File: src/rtl/vc_req_ctrl.sv
// Per-input-VC requester for VC allocation: requests an output VC for the routed head flit,
// accepts one round-robin-selected grant, feeds the switch allocator and releases on tail.
module vc_req_ctrl #(
  parameter int unsigned          NUM_VCS    = 4,
  parameter int unsigned          VC_ID_BITS = (NUM_VCS > 1) ? $clog2(NUM_VCS) : 1,
  parameter int unsigned          DIR_BITS   = 3,
  parameter logic [DIR_BITS-1:0]  IDLE_DIR   = DIR_BITS'(4),
  parameter int unsigned          WAIT_BITS  = 8
) (
  input  logic                  clk_i,
  input  logic                  arst_i,
  input  logic                  head_valid_i,
  input  logic [DIR_BITS-1:0]   head_dir_i,
  input  logic [NUM_VCS-1:0]    vc_grant_i,
  input  logic                  flit_valid_i,
  input  logic                  flit_tail_i,
  input  logic                  credit_avail_i,
  input  logic                  sa_gnt_i,
  output logic [DIR_BITS-1:0]   reqva_o,
  output logic [NUM_VCS-1:0]    grant_success_o,
  output logic                  vc_unlock_o,
  output logic [VC_ID_BITS-1:0] out_vc_o,
  output logic [DIR_BITS-1:0]   out_dir_o,
  output logic                  sa_req_o,
  output logic                  flit_pop_o,
  output logic [WAIT_BITS-1:0]  va_wait_o
);

  typedef enum logic [1:0] {StIdle, StVa, StActive} state_e;

  state_e                state_q, state_d;
  logic [DIR_BITS-1:0]   reqva_q, reqva_d;
  logic [DIR_BITS-1:0]   out_dir_q, out_dir_d;
  logic [VC_ID_BITS-1:0] out_vc_q, out_vc_d;
  logic [VC_ID_BITS-1:0] rr_ptr_q, rr_ptr_d;
  logic [WAIT_BITS-1:0]  va_wait_q, va_wait_d;

  logic                  pick_found;
  logic [VC_ID_BITS-1:0] pick_vc;
  logic [VC_ID_BITS-1:0] pick_next;

  // First set grant bit at or after rr_ptr, wrapping around.
  always_comb begin
    int unsigned idx;
    idx        = 0;
    pick_found = 1'b0;
    pick_vc    = '0;
    for (int unsigned i = 0; i < NUM_VCS; i++) begin
      idx = (32'(rr_ptr_q) + i) % NUM_VCS;
      if (!pick_found && vc_grant_i[idx[VC_ID_BITS-1:0]]) begin
        pick_found = 1'b1;
        pick_vc    = VC_ID_BITS'(idx);
      end
    end
    pick_next = (pick_vc == VC_ID_BITS'(NUM_VCS - 1)) ? '0 : pick_vc + VC_ID_BITS'(1);
  end

  always_comb begin
    state_d         = state_q;
    reqva_d         = reqva_q;
    out_dir_d       = out_dir_q;
    out_vc_d        = out_vc_q;
    rr_ptr_d        = rr_ptr_q;
    va_wait_d       = va_wait_q;
    grant_success_o = '0;
    vc_unlock_o     = 1'b0;
    sa_req_o        = 1'b0;
    flit_pop_o      = 1'b0;

    case (state_q)
      StIdle: begin
        if (head_valid_i) begin
          out_dir_d = head_dir_i;
          reqva_d   = head_dir_i;
          va_wait_d = '0;
          state_d   = StVa;
        end
      end
      StVa: begin
        if (pick_found) begin
          grant_success_o[pick_vc] = 1'b1;
          out_vc_d = pick_vc;
          rr_ptr_d = pick_next;
          reqva_d  = IDLE_DIR;
          state_d  = StActive;
        end else if (va_wait_q != '1) begin
          va_wait_d = va_wait_q + WAIT_BITS'(1);
        end
      end
      StActive: begin
        sa_req_o   = flit_valid_i & credit_avail_i;
        flit_pop_o = sa_gnt_i & sa_req_o;
        if (flit_pop_o && flit_tail_i) begin
          vc_unlock_o = 1'b1;
          state_d     = StIdle;
        end
      end
      default: begin
        state_d = StIdle;
        reqva_d = IDLE_DIR;
      end
    endcase
  end

  always_ff @(posedge clk_i or posedge arst_i) begin
    if (arst_i) begin
      state_q   <= StIdle;
      reqva_q   <= IDLE_DIR;
      out_dir_q <= IDLE_DIR;
      out_vc_q  <= '0;
      rr_ptr_q  <= '0;
      va_wait_q <= '0;
    end else begin
      state_q   <= state_d;
      reqva_q   <= reqva_d;
      out_dir_q <= out_dir_d;
      out_vc_q  <= out_vc_d;
      rr_ptr_q  <= rr_ptr_d;
      va_wait_q <= va_wait_d;
    end
  end

  assign reqva_o   = reqva_q;
  assign out_dir_o = out_dir_q;
  assign out_vc_o  = out_vc_q;
  assign va_wait_o = va_wait_q;

endmodule

File: config.mk
export PLATFORM = sky130hd
export DESIGN_NAME = vc_req_ctrl
export DESIGN_NICKNAME = d
export VERILOG_FILES = /design/src/rtl/vc_req_ctrl.sv
export SDC_FILE = /design/constraint.sdc
export NUM_CORES = 1
export LEC_CHECK = 0
export CORE_UTILIZATION = 27
export CTS_CLUSTER_SIZE = 24
export DETAILED_ROUTE_END_ITERATION = 12
export GPL_TIMING_DRIVEN = 0
export PLACE_DENSITY = 0.53
export SLEW_MARGIN = 25
export SYNTH_ARGS = -nofsm -noshare
export SYNTH_HDL_FRONTEND = slang
export SYNTH_SLANG_ARGS = --single-unit
export TNS_END_PERCENT = 1
File: constraint.sdc
create_clock -name clk_i -period 4.56 [get_ports clk_i]
set_input_delay 0.912 -clock clk_i [delete_from_list [all_inputs] [get_ports clk_i]]
set_output_delay 0.912 -clock clk_i [all_outputs]
set_load 0.02 [all_outputs]
==> results.py, run 1 <==
metrics = {
    "floorplanning": {
        "initial_core_util": 0.2893,
        "row_count": 23,
        "die_h_um": 68.63,
        "ios": 37,
        "core_sq_um": 4144,
        "dieArea_sq_um": 4710,
        "die_width_um": 68.63,
    },
    "detailed_routing": {
        "antenna_left": 0,
        "wl_mm": 2.993,
        "avgRoutedWirePerCell_um": 13.67,
        "wl_met2_mm": 1.417,
        "first_iter_violations": 54,
        "drtPass1Iterations": 4,
        "drc": 0,
        "met3_length_um": 118,
        "via_count": 1110,
        "met1_length_mm": 1.438,
        "via_per_inst": 5.068,
        "top_layer": "met4",
    },
    "finish": {
        "area_growth_pct": 39.87,
        "register_area_sq_um": 503.0,
        "multi_input_area_sq_um": 618.1,
        "n_antenna_cell": 0,
        "fillCellCount": 438,
        "finalNetCount": 189,
        "final_area_sq_um": 1677,
        "drive_gt1_frac": 0.1183,
    },
    "yosys": {
        "synth_edf_count": 0,
        "synthDistinctLibCells": 37,
        "netlist_area_sq_um": 1199,
        "syn_area_per_cell_sq_um": 9.292,
        "synth_area_leader_cell": "dfrtp_1",
        "seq_area_frac_synth": 0.4196,
        "synth_seq_cells": 20,
        "syn_inst": 129,
        "synth_commonest_cells": "dfrtp_1 (18), nand2_1 (17), inv_1 (10), nor2_1 (10)",
        "synthAdderAreaFrac": 0.05219,
        "ys_warn_count": 0,
        "synth_compound_area_frac": 0.1597,
        "yosys_most_used_dff": "dfrtp_1",
        "synthTopCellsByArea": "dfrtp_1 (38%), nand2_1 (5.3%), ha_1 (5.2%)",
        "yosys.area.top_type_share": 0.3758,
        "synthMuxAreaShare": 0.04489,
        "synth_top_family_by_area": "simple AND/OR/NAND/NOR gates",
        "synth_xor_area_frac": 0,
        "syn-num-nets": 148,
        "yosysMostFrequentCell": "dfrtp_1",
        "yosys.area_share.simple": 0.2589,
        "async_flop_share": 1.000,
    },
    "sta": {
        "slew_viol_final": 0,
        "finalCriticalPeriod_ps": 4193,
        "max_freq_mhz": 238.5,
        "hold_violations": 0,
        "tightest_slew_ps": 786.9,
        "setup_tns_ps": 0,
        "finalSetupViolCount": 0,
        "rsz0062_at_grt": "no",
        "fin_ws_ps": 367.1,
        "finClkSkew_ps": 1.051,
        "period_share": 0.9195,
        "slew_headroom": 0.4748,
    },
    "global_route": {
        "antenna_found_initial": 0,
        "grt_pass1_vias": 1153,
        "grt_util_all_layers": 0.1463,
        "grt_pass1_wl_mm": 5.140,
        "grt_max_degree": 21,
        "grt-ovfl-total": 0,
    },
    "setup_path": {
        "path_max_fanout": 6,
        "crit_path_end_kind": "output port",
        "worstPathCellList": "clkdlybuf4s50_1, mux2i_1, nor2_1, nor4_1, inv_1, ha_1, and3_2, clkdlybuf4s50_1",
        "cp_slowest_stage_delay_ps": 540,
        "cpLargestDelayFamily": "buffers and inverters",
        "path_buf_inv": 3,
        "crit_required_ps": 3650,
        "worstPathArrival_ps": 3280,
        "critPathLaunchType": "primary input",
        "r2r_start": "va_wait_o[0]$_DFFE_PP0P_",
        "crit_start": "vc_grant_i[0]",
        "crit_slowest_cell": "clkdlybuf4s50_1",
        "crit_top_cell": "clkdlybuf4s50_1",
        "worst-setup-path-type": "primary input to output port",
    },
    "pwr": {
        "vdd_ir_drop_max_mv": 0.2155,
        "p_per_area_nw_per_um2": 470.3,
        "p_leak_uw": 0.0007292,
    },
    "clock_tree": {
        "clock_latency_ps": 260,
        "cts_hold_buffers": 0,
        "cts_setup_buffers": 0,
        "cts_buffer_depth": 2,
        "cts_tree": "yes",
        "cts_resized": 0,
        "root_buffer": "clkbuf_8",
        "htree_levels": 1,
        "cts.sinks": 20,
        "cts_made_buffers": 3,
        "clk_pin_slew_ps": 80,
    },
    "run_status": {
        "run_status": "complete, no violations",
    },
    "min_path": {
        "hold_start": "out_vc_o[1]$_DFFE_PP0P_",
        "hp-class": "flop to flop",
    },
    "placed_design": {
        "pre_cts_slack_ps": 382.1,
        "portBuffers": 36,
        "place.gp.congestion": 0.7457,
        "dpl.hpwl_mm": 2.244,
        "postPlaceCellArea_sq_um": 1622,
    },
    "run": {
        "maxCapViolCount": 0,
    },
}
## final cells by class
type                    count  area share
repair buffers             36      0.2149
inverters                  10     0.02239
flip-flops and latches     20      0.3000
multi-input cells          95      0.3687
plain buffers               4     0.02388
well taps                  50     0.03731
clock buffers               4     0.03284
## state kept, by name, summed over array words and instances (netlist names)
name / flops
state_q: 2
rr_ptr_q: 2
out_vc_o: 2
va_wait_o: 8
out_dir_o: 3
reqva_o: 3
## kinds of logic (layout without fill, tap and decap cells)
kind of cell / count (synthesis) / count (layout)
AOI/OAI and AO/OA: 29 / 29
adders and majority gates: 5 / 5
buffers and inverters: 14 / 54
DFF: 20 / 20
muxes: 5 / 5
and+or+nand+nor: 56 / 56
## final timing paths
| check | end | slack (ps) | cells past startpoint |
|---|---|---|---|
| worst max-delay path | grant_success_o[2] | 370 | 8 |
| worst min-delay path | out_vc_o[1]$_DFFE_PP0P_ | 490 | 2 |
| worst max register to register | va_wait_o[5]$_DFFE_PP0P_ | 2740 | 5 |
| worst min register to register | out_vc_o[1]$_DFFE_PP0P_ | 490 | 2 |
| max in group asynchronous | va_wait_o[5]$_DFFE_PP0P_ | 2970 | 2 |
| min in group asynchronous | reqva_o[0]$_DFFE_PP0P_ | 1100 | 2 |
## placed cells by master, fill, tap and decap left out, types with 3 or more instances in the layout
cell type,count
clkdlybuf4s50_1,36
dfrtp_1,18
nand2_1,17
inv_1,10
nor2_1,10
nand3_1,7
o21ai_0,7
clkbuf_8,5
a21oi_1,5
ha_1,5
and3_2,4
nand2b_1,3
a31oi_1,3
nor4_1,3
mux2_2,3
## worst register-to-register path: cells and delay by family, from the launching register on
| family | cells | cell delay, ps |
|---|---|---|
| fa+ha+maj | 1 | 220 |
| flops | 1 | 410 |
| compound gates | 2 | 740 |
| simple gates | 2 | 380 |
## layer usage
layer  global-route usage  up-vias
li1                     -      545
met1               0.1859      533
met2               0.2488       30
met3              0.01809        2
met4              0.05990        0
met5                    0        -
## power breakdown
| part | internal (uW) | total, uW | leakage (uW) | switching (uW) |
|---|---|---|---|---|
| Combinational | 174 | 373 | 0.000446 | 199 |
| Sequential | 237 | 279 | 0.000255 | 41.8 |
| Clock | 76.8 | 137 | 0.0000288 | 60.1 |
## through the flow
step                      cells  hold slack (ps)  total power (uW)  utilization
after floorplan             129            520.6             503.2            -
after global placement      215            462.0             647.8       0.3913
after detailed placement    215            490.2             655.7       0.3913
after CTS                   219            507.9             796.6       0.4046
after global routing        219            516.9             849.8       0.4046
final                       219            492.6             788.6       0.4046
Power figures use the tool's default switching activity.
==> run 2: changes to the inputs <==
--- a/config.mk
+++ b/config.mk
@@ -5,11 +5,10 @@
 export SDC_FILE = /design/constraint.sdc
 export NUM_CORES = 1
 export LEC_CHECK = 0
-export CORE_UTILIZATION = 27
+export CORE_UTILIZATION = 25
 export CTS_CLUSTER_SIZE = 24
 export DETAILED_ROUTE_END_ITERATION = 12
 export GPL_TIMING_DRIVEN = 0
-export PLACE_DENSITY = 0.53
 export SLEW_MARGIN = 25
 export SYNTH_ARGS = -nofsm -noshare
 export SYNTH_HDL_FRONTEND = slang
==> results.py, run 2 (synthesized netlist as in run 1, its figures left out) <==
metrics = {
    "setup_path": {
        "crit_top_cell": "clkdlybuf4s50_1",
        "ff2ff_setup_slack_ps": 2730,
        "crit_slowest_cell": "nor4_1",
        "crit_required_ps": 3650,
        "worstPathCellList": "clkdlybuf4s50_1, mux2i_1, nor2_1, nor4_1, inv_1, ha_1, and3_2, clkdlybuf4s50_1",
        "cp_slowest_stage_delay_ps": 560,
        "cpLargestDelayFamily": "buffers and inverters",
        "worstPathArrival_ps": 3310,
        "worst-setup-path-type": "primary input to output port",
        "path_buf_inv": 3,
        "critPathLaunchType": "primary input",
        "crit_path_end_kind": "output port",
        "path_max_fanout": 6,
    },
    "sta": {
        "tightest_slew_ps": 764.3,
        "finClkSkew_ps": 1.183,
        "rsz0062_at_grt": "no",
        "setup_tns_ps": 0,
        "finalCriticalPeriod_ps": 4217,
        "max_freq_mhz": 237.1,
        "period_share": 0.9248,
        "slew_headroom": 0.4899,
        "finalSetupViolCount": 0,
        "slew_viol_final": 0,
        "hold_violations": 0,
    },
    "floorplanning": {
        "ios": 37,
        "row_count": 24,
        "die_width_um": 71.25,
        "initial_core_util": 0.2679,
        "die_h_um": 71.25,
        "core_sq_um": 4474,
        "dieArea_sq_um": 5076,
    },
    "finish": {
        "drive_gt1_frac": 0.1183,
        "layout_commonest_cell": "clkdlybuf4s50_1",
        "largest_reg_flops": 8,
        "layout_common_cells": "clkdlybuf4s50_1 (36), dfrtp_1 (18), nand2_1 (17)",
        "n_antenna_cell": 0,
        "finalNetCount": 189,
        "area_growth_pct": 40.08,
        "fin_util": 0.3753,
    },
    "placed_design": {
        "portBuffers": 36,
        "place.gp.congestion": 0.8187,
        "dpl.hpwl_mm": 2.130,
    },
    "detailed_routing": {
        "via_per_inst": 4.896,
        "wl_mm": 2.815,
        "via_count": 1082,
        "antenna_left": 0,
        "first_iter_violations": 25,
        "avgRoutedWirePerCell_um": 12.74,
        "drc": 3,
        "drtPass1Iterations": 8,
    },
    "clock_tree": {
        "cts_hold_buffers": 0,
        "cts_setup_buffers": 0,
        "root_buffer": "clkbuf_8",
        "cts_resized": 0,
        "clk_pin_slew_ps": 70,
        "cts_buffer_depth": 2,
        "cts_tree": "yes",
        "cts_made_buffers": 3,
        "cts.sinks": 20,
        "clock_latency_ps": 260,
        "htree_levels": 1,
    },
    "global_route": {
        "grt_pass1_wl_mm": 4.995,
        "grt_util_all_layers": 0.1245,
        "antenna_found_initial": 0,
        "grt_max_degree": 21,
        "grt_pass1_vias": 1079,
        "grt-ovfl-total": 0,
    },
    "pwr": {
        "p_per_area_nw_per_um2": 466.0,
        "p_leak_uw": 0.0007292,
        "vdd_ir_drop_max_mv": 0.2521,
    },
    "run": {
        "maxCapViolCount": 0,
    },
    "run_status": {
        "violations": "design-rule violations",
        "run_status": "finished with violations",
    },
    "min_path": {
        "hp-class": "flop to flop",
    },
}
-- run 2: cell counts in the layout (fill, tap and decap cells not counted) --
Identical to the previous run, type by type.
-- run 2: final cells by class --
class / count / area [sq um]
fillers: 483 / 2795
clock buffers: 4 / 55.05
well taps: 52 / 65.06
inverters: 10 / 37.54
repair buffers: 36 / 360.3
flip-flops and latches: 20 / 503.0
multi-input cells: 95 / 618.1
plain buffers: 4 / 40.04
-- run 2: power by group --
group / switching, uW / internal, uW / total [uW]
combinational: 196 / 174 / 370
sequential: 39.4 / 237 / 276
clock: 59.8 / 76.9 / 137
-- run 2: path summary, 6_finish.rpt --
path / from / endpoint / cells after the start
max in group asynchronous: arst_i / va_wait_o[6]$_DFFE_PP0P_ / 2
min: out_vc_o[0]$_DFFE_PP0P_ / out_vc_o[0]$_DFFE_PP0P_ / 1
max: vc_grant_i[0] / grant_success_o[0] / 8
min reg2reg: out_vc_o[0]$_DFFE_PP0P_ / out_vc_o[0]$_DFFE_PP0P_ / 1
min in group asynchronous: arst_i / out_dir_o[1]$_DFFE_PP0P_ / 2
max reg2reg: rr_ptr_q[1]$_DFFE_PP0P_ / rr_ptr_q[1]$_DFFE_PP0P_ / 6
-- run 2: stage by stage --
| step | instances | cell area, sq um | total power [uW] | setup slack (ps) | hold WS [ps] |
|---|---|---|---|---|---|
| floorplan | 129 | 1199 | 503.2 | 1635 | 520.6 |
| global placement | 217 | 1624 | 647.4 | 405.3 | 467.2 |
| detailed placement | 217 | 1624 | 653.3 | 351.1 | 477.9 |
| CTS | 221 | 1679 | 793.1 | 344.2 | 495.5 |
| global route | 221 | 1679 | 843.8 | 123.5 | 513.3 |
| finish | 221 | 1679 | 782.5 | 342.7 | 485.7 |
-- run 2: per-layer routing --
layer / vias to the layer above / GRT usage / routed length (um)
met4: 0 / 0.05556 / 45
met3: 5 / 0.02250 / 137
met2: 30 / 0.2032 / 1314
li1: 547 / - / -
met5: - / 0 / 0
met1: 500 / 0.1615 / 1318
